**src/rtl/aibcr3_dcc_dll_cal_seq_if.sv**
```systemverilog
// Control/status bundle between the DCC+DLL calibration sequencer and its environment.
// The master side drives the enables and the raw DCC/DLL status. The slave side is the sequencer.
interface aibcr3_dcc_dll_cal_seq_if;
    logic       cal_start;
    logic       dcc_byp;
    logic       dcc_done;
    logic       dll_lock;
    logic       dcc_nrst;
    logic       dll_reinit;
    logic       cal_done;
    logic       cal_err;
    logic [2:0] state;
    logic [1:0] retry_cnt;

    modport master (
        output cal_start, dcc_byp, dcc_done, dll_lock,
        input  dcc_nrst, dll_reinit, cal_done, cal_err, state, retry_cnt
    );

    modport slave (
        input  cal_start, dcc_byp, dcc_done, dll_lock,
        output dcc_nrst, dll_reinit, cal_done, cal_err, state, retry_cnt
    );
endinterface

```
**src/rtl/aibcr3_dcc_dll_cal_seq.sv**
```systemverilog
// Power-up/recalibration sequencer for the DCC + DLL pair: reset hold, DCC cal, DLL lock, retries.
// Optional macro AIBCR3_DCC_DLL_LOCK_FILTER_EN: lock loss in DONE needs 4 consecutive low cycles.
module aibcr3_dcc_dll_cal_seq #(
    parameter int TMO_W     = 16,
    parameter int DCC_TMO   = 4096,
    parameter int DLL_TMO   = 8192,
    parameter int HOLD_CYC  = 8,
    parameter int MAX_RETRY = 3
) (
    input  logic                          clk_pll,
    input  logic                          nrst,
    aibcr3_dcc_dll_cal_seq_if.slave       cal
);
    localparam logic [2:0] S_IDLE     = 3'd0;
    localparam logic [2:0] S_RST_HOLD = 3'd1;
    localparam logic [2:0] S_DCC_WAIT = 3'd2;
    localparam logic [2:0] S_RETRY    = 3'd3;
    localparam logic [2:0] S_DLL_WAIT = 3'd4;
    localparam logic [2:0] S_DONE     = 3'd5;
    localparam logic [2:0] S_ERR      = 3'd6;

    localparam logic [TMO_W-1:0] HOLD_LAST = TMO_W'(HOLD_CYC - 1);
    localparam logic [TMO_W-1:0] DCC_LAST  = TMO_W'(DCC_TMO - 1);
    localparam logic [TMO_W-1:0] DLL_LAST  = TMO_W'(DLL_TMO - 1);
    localparam logic [1:0]       RETRY_MAX = 2'(MAX_RETRY);

    logic [2:0]       state_reg, state_next;
    logic [TMO_W-1:0] timer_reg, timer_next;
    logic [1:0]       retry_reg, retry_next;
    logic [1:0]       dcc_sync_reg, lock_sync_reg;
    logic             dcc_nrst_reg, dll_reinit_reg, cal_done_reg, cal_err_reg;
    logic             dcc_s, lock_s, lock_lost;

    assign dcc_s  = dcc_sync_reg[1];
    assign lock_s = lock_sync_reg[1];

`ifdef AIBCR3_DCC_DLL_LOCK_FILTER_EN
    logic [1:0] low_cnt_reg;

    // Fourth consecutive low sample while already three deep counts as loss.
    assign lock_lost = !lock_s && (low_cnt_reg == 2'd3);

    always_ff @(posedge clk_pll) begin
        if (!nrst || (state_reg != S_DONE) || lock_s) begin
            low_cnt_reg <= 2'd0;
        end else begin
            low_cnt_reg <= low_cnt_reg + 2'd1;
        end
    end
`else
    assign lock_lost = !lock_s;
`endif

    always_comb begin
        state_next = state_reg;
        retry_next = retry_reg;
        case (state_reg)
            S_IDLE: begin
                retry_next = 2'd0;
                if (cal.cal_start) state_next = S_RST_HOLD;
            end
            S_RST_HOLD: begin
                if (timer_reg == HOLD_LAST) state_next = cal.dcc_byp ? S_DLL_WAIT : S_DCC_WAIT;
            end
            S_DCC_WAIT: begin
                if (dcc_s)                      state_next = S_DLL_WAIT;
                else if (timer_reg == DCC_LAST) state_next = S_RETRY;
            end
            S_DLL_WAIT: begin
                if (lock_s) begin
                    state_next = S_DONE;
                    retry_next = 2'd0;
                end else if (timer_reg == DLL_LAST) begin
                    state_next = S_RETRY;
                end
            end
            S_DONE: begin
                if (lock_lost) state_next = S_RETRY;
            end
            S_RETRY: begin
                if (retry_reg >= RETRY_MAX) begin
                    state_next = S_ERR;
                end else begin
                    state_next = S_RST_HOLD;
                    retry_next = retry_reg + 2'd1;
                end
            end
            S_ERR:   state_next = S_ERR;
            default: state_next = S_IDLE;
        endcase
        // Dropping the enable overrides every other event.
        if (!cal.cal_start) begin
            state_next = S_IDLE;
            retry_next = 2'd0;
        end
    end

    always_comb begin
        timer_next = '0;
        if ((state_next == state_reg) &&
            (state_reg == S_RST_HOLD || state_reg == S_DCC_WAIT || state_reg == S_DLL_WAIT)) begin
            timer_next = timer_reg + 1'b1;
        end
    end

    // Outputs are decoded from the next state so they line up with the state register.
    always_ff @(posedge clk_pll) begin
        if (!nrst) begin
            state_reg      <= S_IDLE;
            timer_reg      <= '0;
            retry_reg      <= 2'd0;
            dcc_sync_reg   <= 2'b00;
            lock_sync_reg  <= 2'b00;
            dcc_nrst_reg   <= 1'b0;
            dll_reinit_reg <= 1'b1;
            cal_done_reg   <= 1'b0;
            cal_err_reg    <= 1'b0;
        end else begin
            state_reg      <= state_next;
            timer_reg      <= timer_next;
            retry_reg      <= retry_next;
            dcc_sync_reg   <= {dcc_sync_reg[0], cal.dcc_done};
            lock_sync_reg  <= {lock_sync_reg[0], cal.dll_lock};
            dcc_nrst_reg   <= (state_next == S_DCC_WAIT) || (state_next == S_DLL_WAIT) ||
                              (state_next == S_DONE);
            dll_reinit_reg <= !((state_next == S_DLL_WAIT) || (state_next == S_DONE));
            cal_done_reg   <= (state_next == S_DONE);
            cal_err_reg    <= (state_next == S_ERR);
        end
    end

    assign cal.state      = state_reg;
    assign cal.retry_cnt  = retry_reg;
    assign cal.dcc_nrst   = dcc_nrst_reg;
    assign cal.dll_reinit = dll_reinit_reg;
    assign cal.cal_done   = cal_done_reg;
    assign cal.cal_err    = cal_err_reg;
endmodule

```
**src/flat_wrapper.sv**
```systemverilog
// flat-port wrapper written by rule: the top's interface ports become plain ports
module aibcr3_dcc_dll_cal_seq_flat 
#(
    parameter int TMO_W     = 16,
    parameter int DCC_TMO   = 4096,
    parameter int DLL_TMO   = 8192,
    parameter int HOLD_CYC  = 8,
    parameter int MAX_RETRY = 3
)
  (clk_pll, nrst, cal_cal_start, cal_dcc_byp, cal_dcc_done, cal_dll_lock, cal_dcc_nrst, cal_dll_reinit, cal_cal_done, cal_cal_err, cal_state, cal_retry_cnt);
  aibcr3_dcc_dll_cal_seq_if cal_i ();
  input  logic clk_pll;
  input  logic nrst;
  input wire logic [$bits(cal_i.cal_start)-1:0] cal_cal_start;
  input wire logic [$bits(cal_i.dcc_byp)-1:0] cal_dcc_byp;
  input wire logic [$bits(cal_i.dcc_done)-1:0] cal_dcc_done;
  input wire logic [$bits(cal_i.dll_lock)-1:0] cal_dll_lock;
  output wire logic [$bits(cal_i.dcc_nrst)-1:0] cal_dcc_nrst;
  output wire logic [$bits(cal_i.dll_reinit)-1:0] cal_dll_reinit;
  output wire logic [$bits(cal_i.cal_done)-1:0] cal_cal_done;
  output wire logic [$bits(cal_i.cal_err)-1:0] cal_cal_err;
  output wire logic [$bits(cal_i.state)-1:0] cal_state;
  output wire logic [$bits(cal_i.retry_cnt)-1:0] cal_retry_cnt;
  assign cal_i.cal_start = cal_cal_start;
  assign cal_i.dcc_byp = cal_dcc_byp;
  assign cal_i.dcc_done = cal_dcc_done;
  assign cal_i.dll_lock = cal_dll_lock;
  assign cal_dcc_nrst = cal_i.dcc_nrst;
  assign cal_dll_reinit = cal_i.dll_reinit;
  assign cal_cal_done = cal_i.cal_done;
  assign cal_cal_err = cal_i.cal_err;
  assign cal_state = cal_i.state;
  assign cal_retry_cnt = cal_i.retry_cnt;
  aibcr3_dcc_dll_cal_seq #(.TMO_W(TMO_W), .DCC_TMO(DCC_TMO), .DLL_TMO(DLL_TMO), .HOLD_CYC(HOLD_CYC), .MAX_RETRY(MAX_RETRY)) u_core (.clk_pll(clk_pll), .nrst(nrst), .cal(cal_i));
endmodule
```
**config.mk**
```make
export PLATFORM = sky130hd
export DESIGN_NAME = aibcr3_dcc_dll_cal_seq_flat
export DESIGN_NICKNAME = d
export VERILOG_FILES = /design/src/rtl/aibcr3_dcc_dll_cal_seq_if.sv /design/src/rtl/aibcr3_dcc_dll_cal_seq.sv /design/src/flat_wrapper.sv
export SDC_FILE = /design/constraint.sdc
export NUM_CORES = 1
export LEC_CHECK = 0
export ABC_AREA = 1
export BUFFER_PORTS_ARGS = -buffer_cell sky130_fd_sc_hd__buf_2
export CORE_MARGIN = 2
export CORE_UTILIZATION = 45
export CTS_BUF_LIST = sky130_fd_sc_hd__clkbuf_16
export CTS_CLUSTER_DIAMETER = 150
export DETAILED_ROUTE_END_ITERATION = 10
export PLACE_DENSITY_LB_ADDON = 0.05
export SLEW_MARGIN = 20
export SYNTH_ARGS = -nofsm -noshare
export SYNTH_HDL_FRONTEND = slang
export SYNTH_SLANG_ARGS = --single-unit
```
**constraint.sdc**
```tcl
create_clock -name clk_pll -period 2.2 [get_ports clk_pll]
set_input_delay 0.44 -clock clk_pll [delete_from_list [all_inputs] [get_ports clk_pll]]
set_output_delay 0.44 -clock clk_pll [all_outputs]
set_load 0.01 [all_outputs]
```
Yosys cells after proc, flatten, opt, wreduce, memory -nomap -nowiden
Index checks and enable logic that the tools add are counted.
{ "totals": {"input_bits": 6, "elab_cells": 53, "output_inout_bits": 9, "ff_bits": 29} }
{ "classes": {"mux": 13, "reduce_logical": 12, "n_eq_ne": 16, "addsub": 2, "n_lt_le_gt_ge": 1} }
{ "ops": {"columns": ["op", "count"], "rows": [
  ["$mux W3", 9],
  ["$pmux W3 S7", 1],
  ["$eq A3 B3 Y1 const B", 6],
  ["$add A16 B1 Y16 const B", 1],
  ["$eq A16 B12 Y1 const B", 1],
  ["$eq A16 B13 Y1 const B", 1],
  ["$eq A16 B3 Y1 const B", 1],
  ["$eq A3 B2 Y1 const B", 3],
  ["$pmux W2 S3", 1],
  ["$logic_or A1 B1 Y1", 5],
  ["$mux W2", 2],
  ["$reduce_and A2 Y1", 2],
  ["$eq A3 B1 Y1 const B", 1],
  ["$eq A3 B3 Y1", 1],
  ["$logic_not A3 Y1", 1],
  ["$reduce_and A3 Y1", 1],
  ["$reduce_bool A3 Y1", 1],
  ["$add A2 B1 Y2 const B", 1],
  ["$ge A2 B2 Y1 const B", 1],
  ["$ne A2 B1 Y1 const B", 1],
  ["$ne A2 B2 Y1 const B", 1],
  ["$logic_and A1 B1 Y1", 1],
  ["$logic_not A1 Y1", 1]
]} }

Depth between registers and ports, before layout
Gate-level depths: netlist of run 1.
{ "logic_depth": {"depth_word": 8, "mapped_depth": 15, "ltp_nobuf": 14} }

Least setup slack after synthesis of run 1
Ideal clock, no wire load.
{ "synth_path": {"path_type": "register to register", "from": "register u_core.timer_reg[0]", "to": "register u_core.timer_reg[8]", "path_buffers": 1, "path_stages_with_launch": 16, "required_ps": 2079, "t_arrival_ps": 1625, "setup_ps": 121, "synth_period_minus_slack_ps": 1746, "setup_slack_ps": 454, "path_cell_list": "dfxtp_1 ha_1 nand2_1 inv_2 nand2_4 nor2_8 nand2_2 nand2_1 nand2_1 nand3_2 nand2_1 nand2_1 nand2_1 nand2_4 buf_12 nor2_4"} }
{ "synth_via": {"elab_chain_cells": 8, "elab_cells_between_ends": 14, "classes_between": "1 x add/sub; 4 x eq/ne; 7 x mux; 2 x reduce/logical"} }
{ "synth_lines": {"columns": ["element", "line", "text"], "rows": [
  ["from (decl)", "aibcr3_dcc_dll_cal_seq.sv:28", "logic [TMO_W-1:0] timer_reg, timer_next;"],
  ["from (signal assigned)", "aibcr3_dcc_dll_cal_seq.sv:120", "timer_reg <= timer_next;"],
  ["$eq A16 B13 Y1 or $eq A16 B12 Y1 (tied branches)", "aibcr3_dcc_dll_cal_seq.sv:73, aibcr3_dcc_dll_cal_seq.sv:67", null],
  ["$mux W3 (on tied branches)", "aibcr3_dcc_dll_cal_seq.sv:73, aibcr3_dcc_dll_cal_seq.sv:67", null],
  ["$mux W3 (on tied branches)", "aibcr3_dcc_dll_cal_seq.sv:70, aibcr3_dcc_dll_cal_seq.sv:66", null],
  ["$pmux W3 S7", "aibcr3_dcc_dll_cal_seq.sv:57", "case (state_reg)"],
  ["$mux W3", "aibcr3_dcc_dll_cal_seq.sv:92", "if (!cal.cal_start) begin"],
  ["$eq A3 B3 Y1", "aibcr3_dcc_dll_cal_seq.sv:100", "if ((state_next == state_reg) &&"],
  ["$logic_and A1 B1 Y1", "aibcr3_dcc_dll_cal_seq.sv:100", null],
  ["$reduce_and A2 Y1 (no line)", null, null]
]} }
Several ways; a longest one is shown, not always the timed one.
A chain may end at the register's enable or synchronous reset.

Final worst setup path of run 1
{ "layout_path": {"from": "register u_core.timer_reg[0]", "to": "register u_core.timer_reg[1]"} }
Same word-level chain as after synthesis.

==> impl_results.md, run 1 <==
- Status: finished, final reports clean
- Core Rows: 21
- Largest net degree at the start of global routing: 17
- CP max stage delay: 0.36 ns
- Clock latency on the worst-skew pair: 0.27 ns
- Hold WC Path Type: in2reg
- Number of hold buffers added after CTS: 0
- Cells after DPL: 275
- Avg Inst Size Synth: 7.25 um2
- Clock skew: 0.00294 ns
- Achievable Freq: 517 MHz
- Vias in the first global route: 1218
- DP HPWL: 2220 um
- Main synth FF type: dfxtp_1
- Layout area overhead: 15.6%
- Max Cap Violations: 0
- Die area: 3970 um2
- Most common cell on crit path: nand2_1
- Share of cells above drive strength 1: 0.211
- GP Congestion: 0.890
- Endpoints failing hold: 0
- Vias post-DR: 1305
- DP Worst Slack: 0.257 ns
- Multi-input gate area: 846 um2
- Fin crit share: 0.878
- First-pass GRT wire length: 5200 um
- Area leader, netlist: dfxtp_1
- Antenna viol nets, final: 0
- Iter 0 DRT Violations: 37
- FF+latch area: 581 um2
- I/O Pins: 15
- TritonCTS Buffers: 5
- Synth top area share: 0.371
- Starting Density: 0.469
- Longest Clk Path Bufs: 2
- Post-CTS Setup Bufs: 0
- Crit-path max FO: 16
- Setup_tns: 0 ns
- Cts repair resizes: 0
- Clk slew on worst S/H paths: 0.05 ns
- Layout Nets: 244
- Critical Path Start Type: flop
- Synth Instances: 216
- Filler cells: 341
- Core area: 3340 um2
- Ys async rst share: 0
- Slowest cell on the critical path: dfxtp_1
- Mapped Area: 1570 um2
- Routed vias/inst: 4.61
- Die H: 63 um
- Total wire length: 2900 um
- Mapped Nets: 224
- Seq cells post-synth: 29
- Distinct cells, synth: 26
- Total grt overflow: 0
- PortBufs: 14
- Max FFs per register: 16
- Max-slew violation count: 0
- Leak pwr: 0.861 nW
- Root buffer cell: clkbuf_16
- Fin crit period: 1.93 ns
- Total Power: 1.19 mW
- Synth top cells by count: 44 x nand2_1, 39 x nor2_1, 29 x dfxtp_1, 28 x inv_1, 18 x nand3_1
- Worst setup margin: 0.267 ns
- Cell Pwr Density: 656 nW/um2
- Count leader, synth: nand2_1
- Initial antenna violation count: 0
- Final cell count without fillers: 283
- Die W: 63 um
- # setup viols final: 0
- TritonCTS clock tree: built
- Clk sinks: 29
- Yosys warning count: 0
- Critical Path AT: 2.08 ns
- Buf+Inv Stages, Crit Path: 1
- Crit path max-delay family: simple AND/OR/NAND/NOR gates
- N_diodes: 0
- Reg2Reg Setup Slack: 0.27 ns
- Worst slew pin tran: 0.294 ns
- Max VDD drop: 0.424 mV
- Sequential cell area fraction in the yosys report: 0.371
- H-tree depth: 2
- Rel. slew slack: 0.804
- Total iterations of the first detailed-routing run: 4
- Worst Setup End Kind: flop
- Gr usage total: 0.169
- Critical-path cell list: ha_1 > nand2_1 > inv_2 > nand2_4 > nor2_8 > nand2_2 > nand2_1 > nand2_1 > nand3_2 > nand2_1 > nand2_1 > nand2_1 > nand2_4 > nor2_1
- Worst setup path class: reg2reg
- Area contributors post-synth: dfxtp_1 37%, nand2_1 11%, nor2_1 9.3%, inv_1 6.7%, nand3_1 5.8%
- RSZ-0062 raised after global routing: false
- WL per Instance: 10.3 um
- Post-synth EDFFs: 0
- Data required, critical path: 2.35 ns
- Drt drc: 0
worst register-to-register path: stages, from the launching register on:
cell and delay, ns:
dfxtp_1 0.36, ha_1 0.22, nand2_1 0.08, inv_2 0.08
nand2_4 0.07, nor2_8 0.15, nand2_2 0.07, nand2_1 0.06
nand2_1 0.07, nand3_2 0.10, nand2_1 0.09, nand2_1 0.07
nand2_1 0.08, nand2_4 0.25, nor2_1 0.08
layout by cell type (no fill, tap or decap):
cell	instances
buf_2	14
ha_1	2
nor4_1	1
inv_1	31
a211oi_1	1
o221ai_1	1
nand2_2	6
nand2_4	2
nand3_2	3
inv_2	4
nor3_1	1
clkbuf_16	5
nor2_1	39
a31oi_1	1
dfxtp_1	29
a21oi_1	1
xnor2_1	8
nand2_1	44
nand3_1	18
nor2_2	9
a21oi_2	1
nand4_2	1
nand4_1	3
or2_1	1
nor2_8	1
nor2_4	4
xor2_1	6
stage by stage:
| step | util | area [um2] | hold WS (ns) |
|---|---|---|---|
| 3_3_place_gp | 0.502 | 1670 | 0.397 |
| 4_1_cts | 0.543 | 1810 | 0.348 |
| 6_report | 0.543 | 1810 | 0.353 |
| 3_5_place_dp | 0.502 | 1670 | 0.401 |
| 5_1_grt | 0.543 | 1810 | 0.365 |
| 2_1_floorplan | - | 1570 | 0.390 |
final cells by class:
type                    count  area share
well taps                  46      0.0318
clock buffers               5      0.0691
flip-flops and latches     29       0.321
clock inverters             3     0.00622
multi-input cells         154       0.467
repair buffers             14      0.0387
inverters                  32      0.0663
per-layer routing:
layer | global-route usage | vias to the layer above | part of all wire
li1 | - | 701 | -
met1 | 0.196 | 579 | 0.47
met2 | 0.274 | 20 | 0.47
met3 | 0.0613 | 5 | 0.042
met4 | 0.0861 | 0 | 0.024
met5 | 0 | - | 0
worst paths after layout:
check / endpoint / from / cells past startpoint
max: u_core.timer_reg[1] / u_core.timer_reg[0] / 14
min: u_core.dcc_sync_reg[0] / cal_dcc_done / 3
max reg2reg: u_core.timer_reg[1] / u_core.timer_reg[0] / 14
min reg2reg: u_core.lock_sync_reg[1] / u_core.lock_sync_reg[0] / 2
cell families after synthesis:
family / after synthesis / share of synthesized area
AOI/OAI and AO/OA: 5 / 0.0232
xor gates and xnor gates: 14 / 0.0783
adders and majority gates: 2 / 0.0160
buffers and inverters: 33 / 0.0895
DFF: 29 / 0.371
and+or+nand+nor: 133 / 0.423
power by group:
| part | switching [mW] | internal (mW) | leakage (nW) |
|---|---|---|---|
| clock network | 0.208 | 0.404 | 0.0776 |
| logic | 0.0264 | 0.0134 | 0.549 |
| registers | 0.00453 | 0.532 | 0.235 |
| total | 0.239 | 0.949 | 0.861 |
Power figures use the tool's default switching activity.
==> run 2: changes to the inputs <==
Clock period 2.2 ns to 2.13 ns, I/O delays scaled along.
==> impl_results.md, run 2 (synthesis results as in run 1) <==
- Status: finished, final reports clean (unchanged)
- Gr usage total: 0.169 (unchanged)
- Worst hold margin: 0.339 ns (was 0.353 ns)
- Max Cap Violations: 0 (unchanged)
- Sw Share: 0.202 (was 0.201)
- Fin crit period: 1.90 ns (was 1.93 ns)
- R2R Path End: u_core.timer_reg[1] (unchanged)
- Total iterations of the first detailed-routing run: 4 (unchanged)
- Setup_tns: 0 ns (unchanged)
- I/O Pins: 15 (unchanged)
- Max FFs per register: 16 (unchanged)
- Cell Pwr Density: 676 nW/um2 (was 656 nW/um2)
- Antenna viol nets, final: 0 (unchanged)
- Hold WC Path Type: in2reg (unchanged)
- Fin area: 1820 um2 (was 1810 um2)
- Achievable Freq: 525 MHz (was 517 MHz)
- # setup viols final: 0 (unchanged)
- Clock latency on the worst-skew pair: 0.27 ns (about the same)
- Core area: 3340 um2 (unchanged)
- Most frequent cells in the layout: 44 x nand2_1, 39 x nor2_1, 31 x inv_1 (unchanged)
- Worst Setup End Kind: flop (unchanged)
- Worst slew pin tran: 0.293 ns (was 0.294 ns)
- Iter 0 DRT Violations: 37 (unchanged)
- Layout area overhead: 16.1% (was 15.6%)
- Clk slew on worst S/H paths: 0.05 ns (about the same)
- Max VDD drop: 0.474 mV (was 0.424 mV)
- Die H: 63 um (unchanged)
- WL per Instance: 10.2 um (was 10.3 um)
- Fin crit share: 0.894 (was 0.878)
- Total Power: 1.23 mW (was 1.19 mW)
- TritonCTS clock tree: built (unchanged)
- Clk sinks: 29 (unchanged)
- Max-slew violation count: 0 (unchanged)
- Final cell count without fillers: 283 (unchanged)
- Critical Path Start Type: flop (unchanged)
- Data required, critical path: 2.29 ns (was 2.35 ns)
- Worst Setup SP: u_core.timer_reg[0] (unchanged)
- DP HPWL: 2220 um (unchanged)
- Layout Nets: 244 (unchanged)
- Clock skew: 0.00299 ns (was 0.00294 ns)
- First-pass GRT wire length: 5200 um (unchanged)
- Root buffer cell: clkbuf_16 (unchanged)
- Sw power: 0.248 mW (was 0.239 mW)
- Cells after DPL: 275 (unchanged)
- RSZ-0062 raised after global routing: false (unchanged)
- H-tree depth: 2 (unchanged)
- Rel. slew slack: 0.804 (about the same)
- R2r worst-path depth: 14 (unchanged)
- Worst setup margin: 0.225 ns (was 0.267 ns)
- Final Util: 0.545 (was 0.543)
- Critical Path Sink: u_core.timer_reg[1] (unchanged)
- Commonest non-fill, non-tap cell in the layout: nand2_1 (unchanged)
- Die area: 3970 um2 (unchanged)
- Routed vias/inst: 4.61 (unchanged)
- TritonCTS Buffers: 5 (unchanged)
- Placed Area: 1670 um2 (unchanged)
- Total wire length: 2900 um (about the same)
- Initial antenna violation count: 0 (unchanged)
- Starting Density: 0.469 (unchanged)
- Number of hold buffers added after CTS: 0 (unchanged)
- Core Rows: 21 (unchanged)
- Cell internal pwr: 0.981 mW (was 0.949 mW)
- Reg2Reg Setup Slack: 0.23 ns (was 0.27 ns)
- Share of cells above drive strength 1: 0.211 (unchanged)
- Clock power frac: 0.513 (was 0.515)
- Reg2reg start: u_core.timer_reg[0] (unchanged)
- Total grt overflow: 0 (unchanged)
- Drt drc: 0 (unchanged)
- Critical Path AT: 2.06 ns (was 2.08 ns)
- Sequential share of power: 0.451 (was 0.452)
- Largest net degree at the start of global routing: 17 (unchanged)
- Vias in the first global route: 1218 (unchanged)
- GP Congestion: 0.890 (unchanged)
- Comb pwr share: 0.035 (was 0.034)
- Endpoints failing hold: 0 (unchanged)
- Worst setup path class: reg2reg (unchanged)
- Longest Clk Path Bufs: 2 (unchanged)
- Crit-path max FO: 16 (unchanged)
- PortBufs: 14 (unchanged)
- DP Worst Slack: 0.187 ns (was 0.257 ns)
- Leak pwr: 0.855 nW (was 0.861 nW)
- Filler cells: 341 (unchanged)
- N_diodes: 0 (unchanged)
- Vias post-DR: 1305 (unchanged)
- Die W: 63 um (unchanged)
-- run 2: cell counts in the layout (fill, tap and decap cells not counted) --
No cell type changed its count.
-- run 2: final cells by class --
cell class	instances	area, um2	share of cell area
Tap cell	46	57.6	0.0316
Clock buffer	5	125	0.0688
Multi-Input combinational cell	154	855	0.470
Timing Repair Buffer	14	70.1	0.0385
Sequential cell	29	581	0.319
Inverter	32	120	0.0660
Clock inverter	3	11.3	0.00619
-- run 2: worst min path at each step --
stage / slack (ns) / cells past startpoint / start / endpoint
finish: 0.34 / 3 / cal_dcc_done / u_core.dcc_sync_reg[0]
detailed placement: 0.40 / 2 / u_core.dcc_sync_reg[0] / u_core.dcc_sync_reg[1]
global placement: 0.40 / 2 / u_core.dcc_sync_reg[0] / u_core.dcc_sync_reg[1]
CTS: 0.33 / 3 / cal_dll_lock / u_core.lock_sync_reg[0]
global route: 0.35 / 3 / cal_dll_lock / u_core.lock_sync_reg[0]
floorplan: 0.39 / 2 / u_core.dcc_sync_reg[0] / u_core.dcc_sync_reg[1]
-- run 2: repair_timing --
item | in CTS | in global routing
hold endpoints to repair | 0 | 0
buffers inserted | 0 | 0
gates resized for setup | 0 | 1
setup endpoints to repair | 0 | 7
-- run 2: routing by layer --
layer	up-vias	global-route usage	wire length (um)
met2	24	0.274	1370
met3	4	0.0613	132
li1	703	-	-
met5	-	0	0
met1	574	0.196	1340
met4	0	0.0861	62
-- run 2: worst max-delay path, cell delays in order, from the launching register on --
cell	delay (ns)
dfxtp_1	0.36
ha_1	0.22
nand2_1	0.08
inv_2	0.08
nand2_4	0.07
nor2_8	0.14
nand2_2	0.07
nand2_1	0.06
nand2_1	0.07
nand3_2	0.10
nand2_1	0.09
nand2_1	0.07
nand2_1	0.12
nand2_8	0.20
nor2_1	0.06
-- run 2: power by group through the flow --
stage / Sequential [mW] / Clock, mW / Combinational (mW)
final: 0.554 / 0.631 / 0.0436
after global routing: 0.554 / 0.681 / 0.0497
after CTS: 0.554 / 0.653 / 0.0415
after detailed placement: 0.565 / 0 / 0.0414
after global placement: 0.565 / 0 / 0.0406
after floorplan: 0.564 / 0 / 0.0293
